$ cat config.mk
export PLATFORM = sky130hd
export DESIGN_NAME = b4_rr_arbiter_flat
export DESIGN_NICKNAME = d
export VERILOG_FILES = /design/src/rtl/b4_rr_arbiter_if.sv /design/src/rtl/b4_rr_arbiter.sv /design/src/flat_wrapper.sv
export SDC_FILE = /design/constraint.sdc
export NUM_CORES = 1
export LEC_CHECK = 0
export ABC_AREA = 0
export BUFFER_PORTS_ARGS = -buffer_cell sky130_fd_sc_hd__buf_2
export CORE_MARGIN = 3
export CORE_UTILIZATION = 40
export CTS_CLUSTER_DIAMETER = 60
export DETAILED_ROUTE_END_ITERATION = 6
export PLACE_DENSITY = 0.62
export SYNTH_ARGS = -nofsm -noshare
export SYNTH_HDL_FRONTEND = slang
export SYNTH_SLANG_ARGS = --single-unit
$ cat constraint.sdc
create_clock -name clock -period 1.5 [get_ports clock]
set_input_delay 0.3 -clock clock [delete_from_list [all_inputs] [get_ports clock]]
set_output_delay 0.3 -clock clock [all_outputs]
set_load 0.01 [all_outputs]
$ cat src/rtl/b4_rr_arbiter_if.sv
// Request/grant bundle between four bus requesters and the round-robin arbiter.
// The master side is the requester pool and the slave side is the arbiter.
interface b4_rr_arbiter_if;
    logic [3:0] req3_req0;
    logic [3:0] gnt3_gnt0;
    logic [1:0] b1_b0;
    logic       valid;

    modport master (
        output req3_req0,
        input  gnt3_gnt0,
        input  b1_b0,
        input  valid
    );

    modport slave (
        input  req3_req0,
        output gnt3_gnt0,
        output b1_b0,
        output valid
    );
endinterface

$ cat src/rtl/b4_rr_arbiter.sv
// Four-source round-robin arbiter for a shared tristate bus, with a bounded hold
// time and a one-cycle no-owner turnaround between successive owners.
module b4_rr_arbiter #(
    parameter int unsigned MAX_HOLD = 8
) (
    input  logic           clock,
    input  logic           reset_,
    b4_rr_arbiter_if.slave bus
);
    localparam logic [1:0] IDLE   = 2'd0;
    localparam logic [1:0] GRANT  = 2'd1;
    localparam logic [1:0] SWITCH = 2'd2;

    localparam logic [3:0] MAX_HOLD_C = 4'(MAX_HOLD);

    logic [1:0] state_q, state_d;
    logic [3:0] gnt_q,   gnt_d;
    logic [1:0] idx_q,   idx_d;
    logic       valid_q, valid_d;
    logic [3:0] cnt_q,   cnt_d;
    logic [1:0] last_q,  last_d;

    logic       found;
    logic [1:0] win;
    logic       others_req;
    logic       owner_req;

    // Walk the search order backwards so the nearest candidate after last wins;
    // offset 4 wraps to last itself, which therefore has the lowest priority.
    function automatic logic [2:0] pick(input logic [3:0] req, input logic [1:0] last);
        logic [2:0] r;
        logic [1:0] cand;
        r = 3'b000;
        for (int k = 4; k >= 1; k--) begin
            cand = last + 2'(k);
            if (req[cand]) begin
                r = {1'b1, cand};
            end
        end
        return r;
    endfunction

    assign {found, win} = pick(bus.req3_req0, last_q);
    assign owner_req    = bus.req3_req0[idx_q];
    assign others_req   = |(bus.req3_req0 & ~gnt_q);

    always_comb begin
        state_d = state_q;
        gnt_d   = gnt_q;
        idx_d   = idx_q;
        valid_d = valid_q;
        cnt_d   = cnt_q;
        last_d  = last_q;
        case (state_q)
            IDLE, SWITCH: begin
                if (found) begin
                    state_d = GRANT;
                    gnt_d   = 4'b0001 << win;
                    idx_d   = win;
                    valid_d = 1'b1;
                    cnt_d   = 4'd1;
                    last_d  = win;
                end else begin
                    state_d = IDLE;
                end
            end
            GRANT: begin
                // Release is checked first so it also covers the hold-limit edge.
                if (!owner_req || (cnt_q == MAX_HOLD_C && others_req)) begin
                    state_d = SWITCH;
                    gnt_d   = 4'b0000;
                    valid_d = 1'b0;
                    cnt_d   = 4'd0;
                    last_d  = idx_q;
                end else if (cnt_q < MAX_HOLD_C) begin
                    cnt_d = cnt_q + 4'd1;
                end
            end
            default: begin
                state_d = IDLE;
                gnt_d   = 4'b0000;
                valid_d = 1'b0;
                cnt_d   = 4'd0;
            end
        endcase
    end

    always_ff @(posedge clock or negedge reset_) begin
        if (!reset_) begin
            state_q <= IDLE;
            gnt_q   <= 4'b0000;
            idx_q   <= 2'd0;
            valid_q <= 1'b0;
            cnt_q   <= 4'd0;
            last_q  <= 2'd3;
        end else begin
            state_q <= state_d;
            gnt_q   <= gnt_d;
            idx_q   <= idx_d;
            valid_q <= valid_d;
            cnt_q   <= cnt_d;
            last_q  <= last_d;
        end
    end

    assign bus.gnt3_gnt0 = gnt_q;
    assign bus.b1_b0     = idx_q;
    assign bus.valid     = valid_q;
endmodule
$ cat src/flat_wrapper.sv
// flat-port wrapper written by rule: the top's interface ports become plain ports
module b4_rr_arbiter_flat 
#(
    parameter int unsigned MAX_HOLD = 8
)
  (clock, reset_, bus_req3_req0, bus_gnt3_gnt0, bus_b1_b0, bus_valid);
  b4_rr_arbiter_if bus_i ();
  input  logic clock;
  input  logic reset_;
  input wire logic [$bits(bus_i.req3_req0)-1:0] bus_req3_req0;
  output wire logic [$bits(bus_i.gnt3_gnt0)-1:0] bus_gnt3_gnt0;
  output wire logic [$bits(bus_i.b1_b0)-1:0] bus_b1_b0;
  output wire logic [$bits(bus_i.valid)-1:0] bus_valid;
  assign bus_i.req3_req0 = bus_req3_req0;
  assign bus_gnt3_gnt0 = bus_i.gnt3_gnt0;
  assign bus_b1_b0 = bus_i.b1_b0;
  assign bus_valid = bus_i.valid;
  b4_rr_arbiter #(.MAX_HOLD(MAX_HOLD)) u_core (.clock(clock), .reset_(reset_), .bus(bus_i));
endmodule
# Word level (Yosys, flattened, before mapping)
# Index checks and enable logic that the tools add are counted.
# totals
register_bits	15
output_inout_bits	7
elab_cells	66
# classes
add_sub_neg	4
n_lt_le_gt_ge	6
eq_ne	6
shift	1
n_mux	30
bitwise_logic	2
n_reduce_logical	11
# op_table
cell	count
$mux 4	5
$pmux 4 s2	2
$lt 2x3->1 const B	5
$mux 3	4
$bmux 1 s2	5
$mux 1	8
$pmux 2 s2	2
$mux 2	3
$reduce_and 2->1	3
$add 2x2->2 const B	2
$add 4x1->4 const B	1
$and 4x4->4	1
$eq 4x4->1 const B	1
$lt 4x4->1 const B	1
$ne 2x1->1 const B	2
$not 4->4	1
$reduce_or 4->1	1
$shl 1x2->4 const A	1
$ne 3x1->1 const B	1
$reduce_and 3->1	1
$add 2x1->2 const B	1
$eq 2x1->1 const B	1
$eq 2x2->1 const B	1
$logic_not 2->1	1
other kinds (6)	6

# Depth between registers and ports, before layout
# Gate-level depths: netlist (run 1).
# depth
ltp_word	9
depth_mapped	6

# Least setup slack after synthesis (run 1)
# Ideal clock, no wire load.
# synth_path
kind	register to register
startpoint	reg u_core.idx_q[1] (netlist: u_core.bus.b1_b0[1])
endpoint	reg u_core.gnt_q[0] (netlist: u_core.bus.gnt3_gnt0[0])
arrival_ns	1.520
required_ns	1.361
slack_ns	-0.159
stages_incl_launch_ff	5
path_buffers	0
cell_sequence	dfrtp_1 mux2_2 mux2_2 a31oi_2 o22ai_1
# synth_between
elab_chain_len	6
# synth_lines
item	line	source
start, declared	b4_rr_arbiter.sv:18	logic [1:0] idx_q, idx_d;
start signal, assigned	b4_rr_arbiter.sv:99	idx_q <= idx_d;
$bmux 1 s2	b4_rr_arbiter.sv:44	assign owner_req = bus.req3_req0[idx_q];
$mux 1 (not written as such)	b4_rr_arbiter.sv:44	
$logic_not 1->1	b4_rr_arbiter.sv:69	if (!owner_req || (cnt_q == MAX_HOLD_C && others_req)) begin
$logic_or 1x1->1	b4_rr_arbiter.sv:69	
$ne 2x1->1 (no line)	-	
$reduce_and 2->1 (no line)	-	
end signal, assigned	b4_rr_arbiter.sv:98	gnt_q <= gnt_d;
end, declared	b4_rr_arbiter.sv:17	logic [3:0] gnt_q, gnt_d;
# Every way passes these cells. The select of a mux whose other input is x is not followed.
# A chain may end at the register's enable or synchronous reset.

# Worst setup path after layout (run 1)
# layout_path
startpoint	reg u_core.idx_q[1] (netlist: u_core.bus.b1_b0[1])
endpoint	reg u_core.gnt_q[3] (netlist: u_core.bus.gnt3_gnt0[3])
# Same word-level chain as after synthesis.

==> key figures, run 1 <==
Worst setup path
  – Startpoint Class: register
  – WP data required: 1.67 ns
  – Crit-path slowest cell: dfrtp_2
  – Critical Path Most Common Cell: mux2_4
  – CP Max Fanout: 6
  – Kind of critical path: reg2reg
  – Worst-path cell chain: mux2_4, mux2_4, a31oi_4, o22ai_2
  – Buf+Inv Stages, Crit Path: 0
  – Critical Path AT: between 1.5 and 2 ns
  – Worst stage delay on the critical path: roughly 0.44 ns
  – Critical Path Sink Type: register
  – Crit path max-delay family: multiplexers

Clock tree
  – TritonCTS buffer count: 3
  – CTS root buf: clkbuf_4
  – CTS tree: yes
  – CTS Sinks: 15
  – CTS Buffer Depth: 2
  – Htree depth: 1
  – Insertion delay to the later sink of the worst-skew pair: between 0.2 and 0.3 ns
  – Clock transition at the registers of the reported paths: 0.10 ns

Synth
  – Synth Area in Adders: 0.0280
  – Synth cell types: 36
  – Mapped Area: just under 900 um^2
  – Mux contribution to synthesized area: 0.0490
  – Yosys warns: 0
  – Cell count after synthesis: 91
  – Syn Area/Cell: around 9.8 um^2
  – Post-Synth XOR/XNOR Area: 0
  – Largest family of logic cells by synthesized area: compound AO/OA/AOI/OAI gates
  – Synthesis-stage register bit count: 15
  – Seq/Total Area, Yosys: 0.422
  – Synth Area in Compound Gates: 0.242
  – Post-Syn Nets: 99
  – Area share of and/or/nand/nor cells after synthesis: 0.221

GRT
  – Gr usage total: 0.184
  – Antenna violations before repair: 0
  – GRT overflow: 0
  – Largest net degree at the start of global routing: 16
  – First-pass GRT wire length: approximately 3700 um
  – Vias in the first global route: between 800 and 900

STA
  – Unrepaired setup endpoints after global routing: true
  – Endpoints failing hold: 0
  – Final worst setup slack: -0.0944 ns
  – Final Setup Violations: 11
  – Pins over their slew limit: 0
  – Worst slew margin: 0.760
  – Post-route clock period utilization: 1.06
  – Fmax: between 600 and 700 MHz
  – Slew @ Worst Pin: between 0.3 and 0.4 ns
  – Clk_skew: around 0.0075 ns
  – Fin crit period: 1.59 ns

Run
  – Max-cap violations: 0

Detailed routing
  – Pre-antenna DRT Iters: 4
  – Via count: about 840
  – Final ANT Viol Nets: 0
  – WL per Instance: around 14 um
  – DR vias/cell: roughly 5.3
  – WL final: roughly 2200 um
  – 1st-iter DRT viols: 21
  – Post-route DRC: 0

Final layout
  – Antenna cell count: 0
  – Most common cell after layout, fill and taps aside: buf_4
  – Area growth from synthesis to layout: 42.1%
  – Final Cell Area: around 1300 um^2
  – Nets@finish: 140
  – Share of layout cells above drive strength 1: 0.481
  – Commonest cells after routing, fill and taps aside: buf_4, buf_2, dfrtp_1
  – Filler cells: 190

Placed design
  – Port bufs: 12
  – Pre-CTS setup slack: -0.105 ns
  – Placed cell area: ~1200 um^2
  – Detailed Place HPWL: 1700 um
  – Routability cong.: approximately 0.8

Pwr
  – PwrDens: 1890 nW/um^2
  – Maximum VDD drop: 966 uV
  – Leak pwr: between 0.5 and 0.6 nW

Floorplan
  – Core ar.: 2040 um^2
  – Die Y: around 53 um
  – Die area: between 2000 and 3000 um^2
  – Die width: 53.3 um
  – Initial Util: 0.438
  – Num rows: 16
  – Num ports: 13

Run status
  – Failing checks: negative setup slack
  – Status: complete, but fails checks

Worst hold path
  – Tightest Hold Check Type: in2async
[where the power goes]
group          leakage (nW)  internal, mW  switching [mW]
Combinational         0.387         0.729           0.679
Sequential            0.186         0.604           0.155
Clock                0.0177        0.0988           0.134
[cells in the mapped netlist]
| cell type | number | share of area |
|---|---|---|
| dfrtp_1 | 13 | 0.36 |
| inv_1 | 8 | 0.034 |
| nand2_1 | 7 | 0.029 |
| nor2b_1 | 7 | 0.049 |
| nand2b_1 | 5 | 0.035 |
| o22ai_1 | 5 | 0.035 |
| a21oi_1 | 4 | 0.022 |
| nor2_1 | 4 | 0.017 |
| or2_2 | 3 | 0.021 |
| a41oi_1 | 2 | 0.020 |
| and3b_1 | 2 | 0.020 |
| dfstp_2 | 2 | 0.059 |
| ha_1 | 2 | 0.028 |
| mux2_2 | 2 | 0.025 |
| nand3_1 | 2 | 0.011 |
| nand4_1 | 2 | 0.014 |
| o22a_1 | 2 | 0.020 |
| a211o_1 | 1 | 0.0098 |
| a21boi_0 | 1 | 0.0084 |
| a21oi_2 | 1 | 0.0098 |
| a221o_1 | 1 | 0.011 |
| a31oi_2 | 1 | 0.014 |
| clkbuf_1 | 1 | 0.0042 |
| mux2_1 | 1 | 0.013 |
| mux2i_1 | 1 | 0.011 |
| nand3b_1 | 1 | 0.0084 |
| nor4_1 | 1 | 0.0070 |
| o2111a_1 | 1 | 0.013 |
| o2111ai_1 | 1 | 0.0098 |
| o21a_1 | 1 | 0.0084 |
| o21ai_0 | 1 | 0.0056 |
| o21ai_1 | 1 | 0.0056 |
| o311a_1 | 1 | 0.011 |
| o31ai_1 | 1 | 0.0084 |
| o41ai_4 | 1 | 0.031 |
| or3b_1 | 1 | 0.0098 |
[logic make-up after synthesis]
| family | Yosys count |
|---|---|
| AND/OR/NAND/NOR | 35 |
| AO/OA/AOI/OAI | 26 |
| flip-flops | 15 |
| buffers and inverters | 9 |
| multiplexers | 4 |
| adder cells (fa/ha/maj) | 2 |
[final cells by class]
cell class | instances | area [um^2] | share of cell area
Clock buffer | 3 | 22.5 | 0.0177
Clock inverter | 1 | 5.00 | 0.00394
Inverter | 8 | 30.0 | 0.0236
Multi-Input combinational cell | 67 | 543 | 0.427
Sequential cell | 15 | 379 | 0.298
Tap cell | 27 | 33.8 | 0.0266
Timing Repair Buffer | 37 | 258 | 0.203
[registers in the layout, indices dropped and copies added (netlist names)]
register	cells
u_core.bus.b1_b0	2
u_core.bus.gnt3_gnt0	4
u_core.bus.valid	1
u_core.cnt_q	4
u_core.last_q	2
u_core.state_q	2
[per-layer routing]
layer,vias up,part of all wire,global-route usage
li1,417,-,-
met1,410,0.45,0.224
met2,14,0.51,0.318
met3,2,0.036,0.0310
met4,0,0.0059,0.0723
met5,-,0,0
[metrics by stage]
step                instances  power [mW]  hold WS (ns)  utilization  setup TNS (ns)
global placement          151        2.02         0.225        0.575          -0.318
global route              158        2.60         0.484        0.623           -1.43
finish                    158        2.40         0.456        0.623          -0.639
floorplan                  91        1.49       0.00441            -         -0.0331
CTS                       156        2.32         0.465        0.597          -0.618
detailed placement        151        2.04         0.233        0.575          -0.424
[worst paths after layout]
check / slack (ns) / endpoint / cells after the start / start
hold reg to reg: 0.54 / u_core.bus.valid / 2 / u_core.bus.valid
max in group asynchronous: 0.73 / u_core.last_q[0] / 2 / reset_
setup reg to reg: -0.09 / u_core.bus.gnt3_gnt0[3] / 4 / u_core.bus.b1_b0[1]
min in group clock: 0.54 / u_core.bus.valid / 2 / u_core.bus.valid
setup / recovery: -0.09 / u_core.bus.gnt3_gnt0[3] / 4 / u_core.bus.b1_b0[1]
hold / removal: 0.46 / u_core.bus.gnt3_gnt0[3] / 2 / reset_
[timing repair]
action                                  in CTS  in global routing
buffers inserted                             1                  2
endpoints found under the setup margin      10                 13
pin swaps                                    6                  5
resized for setup                            3                  9
hold buffers                                 1                  0
endpoints found under the hold margin       13                  0
(Power assumes the default switching activity.)
==> inputs of run 2 (changes only) <==
--- a/config.mk
+++ b/config.mk
@@ -12,6 +12,7 @@
 export CTS_CLUSTER_DIAMETER = 60
 export DETAILED_ROUTE_END_ITERATION = 6
 export PLACE_DENSITY = 0.62
+export SKIP_CTS_REPAIR_TIMING = 1
 export SYNTH_ARGS = -nofsm -noshare
 export SYNTH_HDL_FRONTEND = slang
 export SYNTH_SLANG_ARGS = --single-unit
==> run 2 against run 1 <==
  * The run still ends with negative setup slack left
  * Setup slack better by 0.0011 ns
  * Die area unchanged
  * First-iteration DRC count decreased by 52%
  * Global-route usage down 0.53 points
  * Design area fell by 2.7%
  * Sequential power down 0.7%
  * Register-to-register slack is essentially flat
  * Core utilization down 1.7 points
  * Non-clock buffer count decreased by 1
  * Sequential share of layout area increased by 0.81 points
  * Clock skew fell by 0.0025 ns
  * Critical endpoint is now u_core.bus.gnt3_gnt0[1]
  * Largest power group unchanged
  * Highest routed layer unchanged
==> key figures, run 2 (synthesis gave the netlist of run 1 again) <==
Clock tree
  – TritonCTS buffer count: 3 (unchanged)
  – Htree depth: 1 (unchanged)
  – CTS Buffer Depth: 2 (unchanged)
  – Clock transition at the registers of the reported paths: 0.10 ns (about the same)
  – CTS Sinks: 15 (unchanged)
  – CTS tree: yes
  – Insertion delay to the later sink of the worst-skew pair: 0.28 ns (about the same)
  – CTS root buf: clkbuf_4

Detailed routing
  – 1st-iter DRT viols: 10 (-52%)
  – Pre-antenna DRT Iters: 4 (unchanged)
  – WL final: 2230 um (+0.54%)
  – DR vias/cell: 5.18 (-2.9%)
  – Via count: 813 (-3.6%)
  – Final ANT Viol Nets: 0 (unchanged)
  – Post-route DRC: 0 (unchanged)
  – WL per Instance: 14.2 um (+1.2%)

STA
  – Fmax: 628 MHz (about the same)
  – Fin crit period: 1.59 ns (-0.00114 ns)
  – Endpoints failing hold: 0 (unchanged)
  – Post-route clock period utilization: 1.06 (about the same)
  – Pins over their slew limit: 0 (unchanged)
  – Final worst setup slack: -0.0933 ns (+0.00114 ns)
  – Final Setup Violations: 9 (-2)
  – Slew @ Worst Pin: 0.380 ns (+0.0238 ns)
  – Setup_tns: -0.560 ns (+0.0791 ns)
  – Clk_skew: 0.00501 ns (-0.00249 ns)
  – Unrepaired setup endpoints after global routing: true
  – Hold_ws: 0.460 ns (+0.00421 ns)
  – Worst slew margin: 0.745 (-0.0155)

Placed design
  – Detailed Place HPWL: 1700 um (unchanged)
  – Routability cong.: 0.812 (unchanged)
  – Placed cell area: 1170 um^2 (unchanged)
  – Pre-CTS setup slack: -0.105 ns (unchanged)
  – Port bufs: 12 (unchanged)

Floorplan
  – Die Y: 53.3 um (unchanged)
  – Die area: 2840 um^2 (unchanged)
  – Initial Util: 0.438 (unchanged)
  – Num ports: 13 (unchanged)
  – Num rows: 16 (unchanged)
  – Core ar.: 2040 um^2 (unchanged)
  – Die width: 53.3 um (unchanged)

Final layout
  – Area growth from synthesis to layout: 38.3%
  – Share of layout cells above drive strength 1: 0.431 (-0.0501)
  – Most common cell after layout, fill and taps aside: buf_4
  – Commonest cells after routing, fill and taps aside: buf_4, buf_2, dfrtp_1
  – Final Cell Area: 1240 um^2 (-2.7%)
  – Antenna cell count: 0 (unchanged)
  – Nets@finish: 139 (-0.71%)
  – Filler cells: 190 (unchanged)

Run status
  – Status: complete, but fails checks
  – Failing checks: negative setup slack

Worst setup path
  – Critical path origin: u_core.bus.b1_b0[1]
  – Critical Path AT: 1.75 ns (about the same)
  – Critical Path Sink Type: register
  – Startpoint Class: register
  – Kind of critical path: reg2reg
  – CP Max Fanout: 7 (+1)
  – RR Startpoint: u_core.bus.b1_b0[1]
  – WP data required: 1.66 ns (about the same)

GRT
  – GRT overflow: 0 (unchanged)
  – Vias in the first global route: 815 (-1.8%)
  – First-pass GRT wire length: 3600 um (-2.8%)
  – Antenna violations before repair: 0 (unchanged)
  – Gr usage total: 0.179 (-0.00530)
  – Largest net degree at the start of global routing: 16 (unchanged)

Worst hold path
  – Tightest Hold Check Type: in2async

Pwr
  – Leak pwr: 0.578 nW (-2.2%)
  – Maximum VDD drop: 963 uV (-0.23%)
  – PwrDens: 1870 nW/um^2 (-0.91%)

Run
  – Max-cap violations: 0 (unchanged)
-- run 2: through the flow --
step / power (mW) / util / instances
final: 2.31 / 0.606 / 157
after global routing: 2.51 / 0.606 / 157
after CTS: 2.28 / 0.588 / 155
after detailed placement: 2.04 / 0.575 / 151
after global placement: 2.02 / 0.575 / 151
after floorplan: 1.49 / - / 91
-- run 2: report_power, final --
| group | total, mW | leakage [nW] | internal [mW] | switching, mW |
|---|---|---|---|---|
| Combinational | 1.33 | 0.375 | 0.686 | 0.643 |
| Sequential | 0.754 | 0.186 | 0.604 | 0.150 |
| Clock | 0.232 | 0.0177 | 0.0988 | 0.133 |
-- run 2: critical path: stages, from the launching register on --
cell,delay [ns]
dfrtp_2,0.44
mux2_4,0.31
mux2_4,0.33
a31oi_4,0.26
o22ai_1,0.12
-- run 2: routing by layer --
layer  vias up  share of wire  wire, um  track usage
li1        415              -         -            -
met1       388           0.44       977        0.213
met2         8           0.53      1180        0.312
met3         2          0.029        64       0.0310
met4         0         0.0058        13       0.0723
met5         -              0         0            0
-- run 2: final cells by class --
class / count / area (um^2) / share of cell area
repair buffers: 36 / 246 / 0.199
multi-input cells: 67 / 520 / 0.421
flip-flops and latches: 15 / 379 / 0.306
clock inverters: 1 / 5.00 / 0.00404
well taps: 27 / 33.8 / 0.0273
inverters: 8 / 30.0 / 0.0243
clock buffers: 3 / 22.5 / 0.0182
-- run 2: worst paths after layout --
path,slack [ns],cells after the start,to
worst min-delay path,0.46,2,u_core.bus.gnt3_gnt0[3]
worst max register to register,-0.09,4,u_core.bus.gnt3_gnt0[1]
max in group asynchronous,0.73,2,u_core.last_q[0]
worst max-delay path,-0.09,4,u_core.bus.gnt3_gnt0[1]
min in group clock,0.54,2,u_core.bus.valid
worst min register to register,0.54,2,u_core.bus.valid
